## src/rtl/usb_pkg.sv

```systemverilog
// Shared definitions for the USB full-speed transmit path: request codes,
// PID values, CRC16 constants, line states and FSM state types.
package usb_pkg;

    // Packet request codes from the protocol controller
    typedef enum logic [1:0] {
        TX_NONE  = 2'b00,
        TX_DATA0 = 2'b01,
        TX_ACK   = 2'b10,
        TX_NAK   = 2'b11
    } tx_req_t;

    // 4-bit PID values (sent LSB first, followed by their complement)
    localparam logic [3:0] PID_OUT   = 4'b0001;
    localparam logic [3:0] PID_IN    = 4'b1001;
    localparam logic [3:0] PID_DATA0 = 4'b0011;
    localparam logic [3:0] PID_DATA1 = 4'b1011;
    localparam logic [3:0] PID_ACK   = 4'b0010;
    localparam logic [3:0] PID_NAK   = 4'b1010;
    localparam logic [3:0] PID_STALL = 4'b1110;

    // CRC16: x^16 + x^15 + x^2 + 1, preset to all ones
    localparam logic [15:0] CRC16_POLY = 16'h8005;
    localparam logic [15:0] CRC16_INIT = 16'hFFFF;

    // Line states as {D+, D-}
    localparam logic [1:0] LINE_J   = 2'b10;
    localparam logic [1:0] LINE_K   = 2'b01;
    localparam logic [1:0] LINE_SE0 = 2'b00;

    // SYNC pattern 0000_0001 in transmit order (LSB first)
    localparam logic [7:0] SYNC_BYTE = 8'h80;

    // Packet FSM states
    typedef enum logic [2:0] {
        S_IDLE,
        S_SYNC,
        S_PID,
        S_DATA,
        S_CRC,
        S_EOP
    } tx_state_t;

    // Line encoder states
    typedef enum logic [1:0] {
        E_IDLE,
        E_BITS,
        E_SE0,
        E_J
    } enc_state_t;

    // PID byte on the wire: complement in the upper nibble
    function automatic logic [7:0] pid_byte(input logic [3:0] pid);
        return {~pid, pid};
    endfunction

    // Bit-reverse a 16-bit word (turns the polynomial into its LSB-first form)
    function automatic logic [15:0] reflect16(input logic [15:0] v);
        logic [15:0] r;
        r = '0;
        for (int i = 0; i < 16; i++) begin
            r[i] = v[15-i];
        end
        return r;
    endfunction

endpackage

```

## src/rtl/usb_tx_encoder.sv

```systemverilog
// Line encoder: bit timer, bit stuffer, NRZI and EOP driver. Accepts one raw
// bit per bit time over a valid/ready handshake; a valid with bit_eop set
// closes the packet with SE0, SE0, J.
module usb_tx_encoder
    import usb_pkg::*;
#(
    parameter int CLKS_PER_BIT = 8
) (
    input  logic clk,
    input  logic n_rst,
    input  logic bit_vld,
    input  logic bit_data,
    input  logic bit_eop,
    output logic bit_rdy,
    output logic dplus,
    output logic dminus,
    output logic line_active
);

    localparam int TW = (CLKS_PER_BIT > 1) ? $clog2(CLKS_PER_BIT) : 1;
    localparam logic [TW-1:0] RELOAD = TW'(CLKS_PER_BIT - 1);

    enc_state_t    state;
    logic [TW-1:0] timer;
    logic [2:0]    ones;
    logic          se0_second;
    logic [1:0]    line;
    logic          bit_end;
    logic          stuff_now;

    // NRZI: a transmitted 0 flips the line between J and K
    function automatic logic [1:0] nrzi_toggle(input logic [1:0] l);
        return (l == LINE_J) ? LINE_K : LINE_J;
    endfunction

    // A stuffed 0 takes the slot of the next raw bit, so the packet FSM waits
    assign bit_end   = (timer == '0);
    assign stuff_now = (state == E_BITS) && bit_end && (ones == 3'd6);
    assign bit_rdy   = (state == E_IDLE) ||
                       ((state == E_BITS) && bit_end && (ones != 3'd6));
    assign dplus     = line[1];
    assign dminus    = line[0];

    // Bit timing, stuffing, NRZI and EOP sequencing
    always_ff @(posedge clk or posedge n_rst) begin
        if (n_rst) begin
            state       <= E_IDLE;
            timer       <= '0;
            ones        <= '0;
            se0_second  <= 1'b0;
            line        <= LINE_J;
            line_active <= 1'b0;
        end else begin
            case (state)
                E_IDLE, E_BITS: begin
                    if (bit_vld && bit_rdy) begin
                        timer <= RELOAD;
                        if (bit_eop) begin
                            state      <= E_SE0;
                            se0_second <= 1'b0;
                            line       <= LINE_SE0;
                            ones       <= '0;
                        end else begin
                            state       <= E_BITS;
                            line_active <= 1'b1;
                            if (bit_data) begin
                                ones <= ones + 3'd1;
                            end else begin
                                ones <= '0;
                                line <= nrzi_toggle(line);
                            end
                        end
                    end else if (stuff_now) begin
                        timer <= RELOAD;
                        ones  <= '0;
                        line  <= nrzi_toggle(line);
                    end else if (!bit_end) begin
                        timer <= timer - TW'(1);
                    end
                end
                E_SE0: begin
                    if (!bit_end) begin
                        timer <= timer - TW'(1);
                    end else if (!se0_second) begin
                        se0_second <= 1'b1;
                        timer      <= RELOAD;
                    end else begin
                        state <= E_J;
                        line  <= LINE_J;
                        timer <= RELOAD;
                    end
                end
                E_J: begin
                    if (!bit_end) begin
                        timer <= timer - TW'(1);
                    end else begin
                        state       <= E_IDLE;
                        line_active <= 1'b0;
                    end
                end
                default: state <= E_IDLE;
            endcase
        end
    end

endmodule

```

## src/rtl/usb_tx.sv

```systemverilog
// USB full-speed transmit path: packet FSM producing SYNC, PID, payload and
// CRC16 as a raw bit stream, feeding the line encoder.
module usb_tx
    import usb_pkg::*;
#(
    parameter int CLKS_PER_BIT = 8,
    parameter int MAX_PAYLOAD  = 64
) (
    input  logic       clk,
    input  logic       n_rst,
    input  logic [6:0] buffer_occupancy,
    input  logic [1:0] tx_packet,
    input  logic [7:0] tx_packet_data,
    output logic       tx_transfer_active,
    output logic       tx_error,
    output logic       dplus_out,
    output logic       dminus_out,
    output logic       get_tx_packet_data
);

    localparam logic [6:0]  MAX_N         = 7'(MAX_PAYLOAD);
    localparam logic [15:0] CRC_POLY_REFL = reflect16(CRC16_POLY);

    tx_state_t  state;
    tx_req_t    pkt;
    logic [3:0] bit_cnt;
    logic [6:0] bytes_left;
    logic       eop_sent;
    logic [7:0] shreg;
    logic [15:0] crc;
    logic [7:0] src_byte;
    logic       bit_vld;
    logic       bit_data;
    logic       bit_eop;
    logic       bit_rdy;
    logic       take;
    logic       line_active;

    // One LSB-first step of the serial CRC16 LFSR
    function automatic logic [15:0] crc_step(input logic [15:0] c, input logic b);
        return (c >> 1) ^ ((c[0] ^ b) ? CRC_POLY_REFL : 16'h0000);
    endfunction

    function automatic logic [3:0] pid_of(input tx_req_t p);
        case (p)
            TX_DATA0: return PID_DATA0;
            TX_ACK:   return PID_ACK;
            default:  return PID_NAK;
        endcase
    endfunction

    // The popped byte bypasses shreg in its strobe cycle so that a one-clock
    // bit time can still start the byte on the pop edge
    always_comb begin
        src_byte = get_tx_packet_data ? tx_packet_data : shreg;
        bit_vld  = 1'b0;
        bit_data = 1'b0;
        bit_eop  = 1'b0;
        case (state)
            S_SYNC, S_PID, S_DATA: begin
                bit_vld  = 1'b1;
                bit_data = src_byte[0];
            end
            S_CRC: begin
                bit_vld  = 1'b1;
                bit_data = ~crc[0];
            end
            S_EOP: begin
                bit_vld = ~eop_sent;
                bit_eop = 1'b1;
            end
            default: ;
        endcase
    end

    assign take = bit_vld & bit_rdy;

    // Packet FSM: field sequencing, FIFO pop strobe and request rejection
    always_ff @(posedge clk or posedge n_rst) begin
        if (n_rst) begin
            state              <= S_IDLE;
            pkt                <= TX_NONE;
            bit_cnt            <= '0;
            bytes_left         <= '0;
            eop_sent           <= 1'b0;
            tx_error           <= 1'b0;
            get_tx_packet_data <= 1'b0;
        end else begin
            get_tx_packet_data <= 1'b0;
            case (state)
                S_IDLE: begin
                    if (tx_packet != TX_NONE) begin
                        if (tx_packet == TX_DATA0 && buffer_occupancy > MAX_N) begin
                            tx_error <= 1'b1;
                        end else begin
                            tx_error   <= 1'b0;
                            pkt        <= tx_req_t'(tx_packet);
                            bytes_left <= (tx_packet == TX_DATA0) ? buffer_occupancy : 7'd0;
                            bit_cnt    <= '0;
                            eop_sent   <= 1'b0;
                            state      <= S_SYNC;
                        end
                    end
                end
                S_SYNC: begin
                    if (take) begin
                        bit_cnt <= bit_cnt + 4'd1;
                        if (bit_cnt == 4'd7) begin
                            bit_cnt <= '0;
                            state   <= S_PID;
                        end
                    end
                end
                S_PID: begin
                    if (take) begin
                        bit_cnt <= bit_cnt + 4'd1;
                        if (bit_cnt == 4'd7) begin
                            bit_cnt <= '0;
                            if (pkt != TX_DATA0) begin
                                state <= S_EOP;
                            end else if (bytes_left == 7'd0) begin
                                state <= S_CRC;
                            end else begin
                                state              <= S_DATA;
                                get_tx_packet_data <= 1'b1;
                            end
                        end
                    end
                end
                S_DATA: begin
                    if (take) begin
                        bit_cnt <= bit_cnt + 4'd1;
                        if (bit_cnt == 4'd7) begin
                            bit_cnt    <= '0;
                            bytes_left <= bytes_left - 7'd1;
                            if (bytes_left == 7'd1) begin
                                state <= S_CRC;
                            end else begin
                                get_tx_packet_data <= 1'b1;
                            end
                        end
                    end
                end
                S_CRC: begin
                    if (take) begin
                        bit_cnt <= bit_cnt + 4'd1;
                        if (bit_cnt == 4'd15) begin
                            bit_cnt <= '0;
                            state   <= S_EOP;
                        end
                    end
                end
                S_EOP: begin
                    if (take) begin
                        eop_sent <= 1'b1;
                    end else if (eop_sent && !line_active) begin
                        state <= S_IDLE;
                    end
                end
                default: state <= S_IDLE;
            endcase
        end
    end

    // Datapath: byte shifter and CRC16 LFSR, advanced on each accepted bit
    always_ff @(posedge clk) begin
        case (state)
            S_IDLE: begin
                shreg <= SYNC_BYTE;
                crc   <= CRC16_INIT;
            end
            S_SYNC: begin
                if (take) begin
                    shreg <= (bit_cnt == 4'd7) ? pid_byte(pid_of(pkt)) : {1'b0, shreg[7:1]};
                end
            end
            S_PID: begin
                if (take) begin
                    shreg <= {1'b0, shreg[7:1]};
                end
            end
            S_DATA: begin
                if (take) begin
                    shreg <= {1'b0, src_byte[7:1]};
                    crc   <= crc_step(crc, bit_data);
                end else if (get_tx_packet_data) begin
                    shreg <= tx_packet_data;
                end
            end
            S_CRC: begin
                if (take) begin
                    crc <= {1'b0, crc[15:1]};
                end
            end
            default: ;
        endcase
    end

    usb_tx_encoder #(
        .CLKS_PER_BIT(CLKS_PER_BIT)
    ) u_encoder (
        .clk        (clk),
        .n_rst      (n_rst),
        .bit_vld    (bit_vld),
        .bit_data   (bit_data),
        .bit_eop    (bit_eop),
        .bit_rdy    (bit_rdy),
        .dplus      (dplus_out),
        .dminus     (dminus_out),
        .line_active(line_active)
    );

    assign tx_transfer_active = line_active;

endmodule

```

## config.mk

```make
export PLATFORM = sky130hd
export DESIGN_NAME = usb_tx
export DESIGN_NICKNAME = d
export VERILOG_FILES = /design/src/rtl/usb_pkg.sv /design/src/rtl/usb_tx_encoder.sv /design/src/rtl/usb_tx.sv
export SDC_FILE = /design/constraint.sdc
export NUM_CORES = 1
export LEC_CHECK = 0
export CAP_MARGIN = 20
export CORE_ASPECT_RATIO = 0.9
export CORE_UTILIZATION = 40
export CTS_CLUSTER_SIZE = 20
export DETAILED_ROUTE_END_ITERATION = 10
export GPL_TIMING_DRIVEN = 0
export REMOVE_ABC_BUFFERS = 1
export SYNTH_ARGS = -nofsm -noshare
export SYNTH_HDL_FRONTEND = slang
export SYNTH_SLANG_ARGS = --single-unit
```

## constraint.sdc

```tcl
create_clock -name clk -period 5.7 [get_ports clk]
set_input_delay 1.425 -clock clk [delete_from_list [all_inputs] [get_ports clk]]
set_output_delay 1.425 -clock clk [all_outputs]
set_load 0.1 [all_outputs]
```

## Yosys cells after proc, flatten, opt, wreduce, memory -nomap -nowiden

Cells that the tools add are included.

- Flip-flop bits (word level): 55
- Input bits: 19
- Word-level logic and storage cells: 194

- Add/subtract/negate cells: 4
- Magnitude comparators: 1
- Equality and inequality tests: 41
- Muxes and demuxes: 89
- Bitwise gates (word level): 7
- Reductions and logical operators: 37

Operators by type and width:

| operator | count |
|---|---|
| two-way mux 3 bit | 23 |
| two-way mux 16 bit | 3 |
| case mux 16 bit (3 select lines) | 1 |
| two-way mux 8 bit | 5 |
| two-way mux 7 bit | 5 |
| two-way mux 4 bit | 8 |
| != test 2 bit, second input constant | 16 |
| case mux 8 bit (4 select lines) | 1 |
| two-way mux 2 bit | 12 |
| two-way mux 1 bit | 18 |
| case mux 3 bit (6 select lines) | 1 |
| AND reduction 4 bit | 4 |
| XOR 15 x 16 -> 16 bit | 1 |
| AND reduction 5 bit | 3 |
| case mux 7 bit (2 select lines) | 1 |
| AND reduction 13 bit | 1 |
| != test 2 x 1 -> 1 bit, second input constant | 6 |
| case mux 1 bit (2 select lines) | 6 |
| case mux 4 bit (3 select lines) | 1 |
| nonzero test 2 bit | 6 |
| equality test 3 bit, second input constant | 3 |
| case mux 3 bit (3 select lines) | 1 |
| AND reduction 3 bit | 3 |
| equality test 2 bit, second input constant | 4 |
| other kinds (33) | 46 |

## Logic depth before layout (Yosys ltp)

- Word-level depth: 11
- Depth in mapped cells: 9

## Cells and area by module

A second synthesis with hierarchy kept.

- Cells, all modules: 331
- Area, all modules: 3328.2 µm²

By module, submodules not included:

| module | times used | cells an instance | area an instance (µm²) |
|---|---|---|---|
| usb_tx | 1 | 251 | 2596.2 |
| usb_tx_encoder | 1 | 80 | 732.0 |

## Least setup slack after synthesis

Ideal clock, no wire load.

- Path type: input port to flip-flop
- From: input port buffer_occupancy[5]
- To: register pkt[0]
- Library setup time: 125 ps
- Data arrival time: 2843 ps
- Data required time: 5575 ps
- Setup slack: 2732 ps
- Stages on the path: 5
- Path buffers: 1
- Path through: or4_4 > o311a_4 > nor2_8 > buf_6 > mux2_2

- Cells in the longest elaborated chain, start to end: 4

RTL lines:

| element | line | text |
|---|---|---|
| start: declaration | usb_tx.sv:11 | `input logic [6:0] buffer_occupancy,` |
| greater-than comparator 7 bit | usb_tx.sv:93 | `if (tx_packet == TX_DATA0 && buffer_occupancy > MAX_N) begin` |
| logical AND 1 bit | usb_tx.sv:93 |  |
| inverter 1 bit (no line) | - |  |
| AND reduction 3 bit (no line) | - |  |
| end signal: assignment | usb_tx.sv:97 | `pkt <= tx_req_t'(tx_packet);` |
| end: declaration | usb_tx.sv:25 | `tx_req_t pkt;` |

Every way passes these cells.
A chain may end at the register's enable or synchronous reset.

## Worst setup path in the final report

- From: register get_tx_packet_data
- To: output port get_tx_packet_data

RTL lines:

| element | line | text |
|---|---|---|
| start: declaration | usb_tx.sv:18 | `output logic get_tx_packet_data` |
| start signal: assignment | usb_tx.sv:87 | `get_tx_packet_data <= 1'b0;` |
| start signal: assignment | usb_tx.sv:89 | `get_tx_packet_data <= 1'b0;` |
| start signal: assignment | usb_tx.sv:125 | `get_tx_packet_data <= 1'b1;` |

No word-level cell between the ends.

==> out/qor.yml <==
worst_ep_required_time_ns: 4.28
final_max_slew_viol_count: 0
hold_class: "reg -> reg"
wirelength_um: 7390
powerDensity_nw_per_um2: 183
min_period_over_period_pct: 64.0
io_buffers: 23
ir_drop_mv: 0.145
drc: 0
drt_pre_antenna_iters: 4
dieArea_um2: 9080
via_count: 2636
crit_chain: "clkdlybuf4s50_1"
rows: 31
gr-total-overflow: 0
layout_common_cells: "dfrtp_1, nand2_1, nor2_1"
grt-busiest-layer: "met2"
htree_num_levels: 2
yosysTopAreaCell: "dfrtp_1"
finalSetupViolations: 0
fmax_ghz: 0.274
synth_top_area_share_pct: 21.6
status: "complete, no violations"
routed_via_density: 5.53
grt_pass1_vias: 2575
grt_pass1_wl_um: 12700
p_leak_nw: 1.51
clk_pin_slew_worst_paths_ns: 0.11
ys_top_cells_by_area: "dfrtp_1, edfxtp_1, ha_1"
period_needed_ns: 3.65
async_flop_share_pct: 56.4
drtIter0Drc: 160
initial_core_util_pct: 42.3
mostFrequentLayoutCell: "dfrtp_1"
diodes: 0
seq_area_frac_synth_pct: 43.0
r2r_cells: 8
cts-buffers-inserted: 5
worstMarginPinSlew_ns: 0.963
crit_buf_inv: 1
reg2reg_from: "u_encoder.timer[0]"
avgSynthCellArea_um2: 10.1
grt_util_met3_pct: 3.10
cp_slowest_stage_delay_ns: 1.23
dpl_worst_slack_ns: 2.11
synth_ff_type: "dfrtp_1"
wl_per_cell_um: 15.5
synth_edf_count: 24
critPathLaunch: "get_tx_packet_data"
skew_ns: 0.0115
grt.total_usage_pct: 17.3
cp-start-kind: "register"
antenna_found_initial: 0
ys.warnings.count: 0
crit_end: "get_tx_packet_data"
io_pins: 24
r2r_slack_ns: 2.68
use_met2_pct: 26.3
hpwl_um: 5180
grt_max_degree: 27
setup_tns_ns: 0
path_depth: 1
syn_to_final_growth_pct: 11.4
r2r-end: "shreg[1]"
hold_buffers: 0
cts_tree: "yes"
crit_path_max_fanout: 11
die_w_um: 100
slew_headroom_pct: 35.6
cts_buffer_depth: 2
die_h_um: 90.5
syn_inst: 346
cp_top_family: "buffers and inverters"
layout_setup_ws_ns: 2.05
crit_path_end_kind: "primary output"
antenna_left: 0
ys_seq_elements: 55
drive_above_1_share_pct: 15.5
hold_viol_final: 0
synthDistinctLibCells: 75
cp_slowest_cell: "clkdlybuf4s50_1"
insertion_delay_ns: 0.32
critPathKind: "reg -> out"
core-area_um2: 8220
synth_area_um2: 3480
post_cts_resized: 0
final_nets: 390
cts_root_buf: "clkbuf_8"
met1_usage_pct: 25.8
grt_setup_unrepaired: "false"
drv_cap: 0
cts.sinks: 55
place.gp.congestion: 0.843
cts_setup_buffers: 0
cp.arrival_ns: 2.22
-- registers in the layout, summed over array words and instances, names as in the netlist --
register,flops
u_encoder.state,2
bit_cnt,4
u_encoder.se0_second,1
crc,16
state,3
u_encoder.line_active,1
u_encoder.line,2
shreg,8
pkt,2
eop_sent,1
u_encoder.ones,3
u_encoder.timer,3
tx_error,1
bytes_left,7
get_tx_packet_data,1
-- worst register-to-register path: stages (launching register included) --
cell and delay, ns:
dfrtp_1 0.39, inv_1 0.08, ha_1 0.14, nor2b_4 0.20, inv_2 0.11, o21a_1 0.41
nor3_2 0.76, mux2_2 0.41, o311a_1 0.28
-- stage by stage --
step / cell area [µm²] / instances / utilization (%) / power, mW / hold slack, ns
3_5_place_dp: 3760 / 469 / 45.8 / 0.448 / 0.492
5_1_grt: 3880 / 477 / 47.2 / 0.737 / 0.540
3_3_place_gp: 3730 / 468 / 45.4 / 0.446 / 0.483
4_1_cts: 3880 / 477 / 47.2 / 0.721 / 0.516
6_report: 3880 / 477 / 47.2 / 0.711 / 0.508
2_1_floorplan: 3360 / 330 / - / 0.429 / 0.456
-- worst min-delay path by stage --
stage                           start                 to  slack (ns)  cells after the start
global placement        bytes_left[3]      bytes_left[3]        0.48                      1
CTS                            crc[9]             crc[8]        0.52                      1
global route                   crc[8]             crc[7]        0.54                      1
floorplan           u_encoder.ones[2]  u_encoder.ones[2]        0.46                      1
finish                         crc[9]             crc[8]        0.51                      1
detailed placement      bytes_left[3]      bytes_left[3]        0.49                      1
-- power breakdown --
| part | switching, mW | internal, mW |
|---|---|---|
| Combinational | 0.0127 | 0.0159 |
| Clock | 0.138 | 0.133 |
| Sequential | 0.000130 | 0.411 |
| Total | 0.151 | 0.559 |
-- final cells by class --
type	count	area [µm²]
clock buffer	5	68.8
tap	115	144
fill	828	4350
timing repair buffer	24	258
sequential	55	1500
inverter	20	75.1
multi-input combinational	255	1790
clock inverter	3	46.3
-- cell families after synthesis --
group | after synthesis | synth area share (%)
AND/OR/NAND/NOR | 119 | 19.0
AO/OA/AOI/OAI | 101 | 21.2
flip-flops | 55 | 43.0
buffers and inverters | 36 | 5.57
multiplexers | 23 | 7.08
adder cells (fa/ha/maj) | 10 | 3.60
XOR/XNOR | 2 | 0.504
-- layer usage --
| metal | vias up | wire length (µm) |
|---|---|---|
| li1 | 1299 | - |
| met1 | 1291 | 3850 |
| met2 | 42 | 3260 |
| met3 | 4 | 244 |
| met4 | 0 | 40 |
| met5 | - | 0 |
-- synthesized netlist by cell type, types with 2 or more instances --
library cell	count
mux2i_1	10
o211ai_1	5
clkbuf_8	2
nor2_1	29
edfxtp_1	24
o22ai_1	4
a31oi_1	6
o2bb2ai_1	6
o21ai_2	2
buf_1	2
and3_1	2
buf_6	3
o21a_1	3
clkbuf_1	3
buf_2	3
mux2_2	10
a21o_1	4
mux2_1	3
nand2_1	29
buf_4	2
ha_1	10
nor3_1	12
inv_1	19
nand3_1	6
a32oi_1	2
and2_1	3
a22oi_1	4
xor2_1	2
a311oi_1	2
a21oi_1	20
nand2b_1	3
or2_2	15
nor4_1	2
o21ai_0	23
nand3b_1	2
dfrtp_1	30
Note: power is estimated with default switching activity, not from simulation.
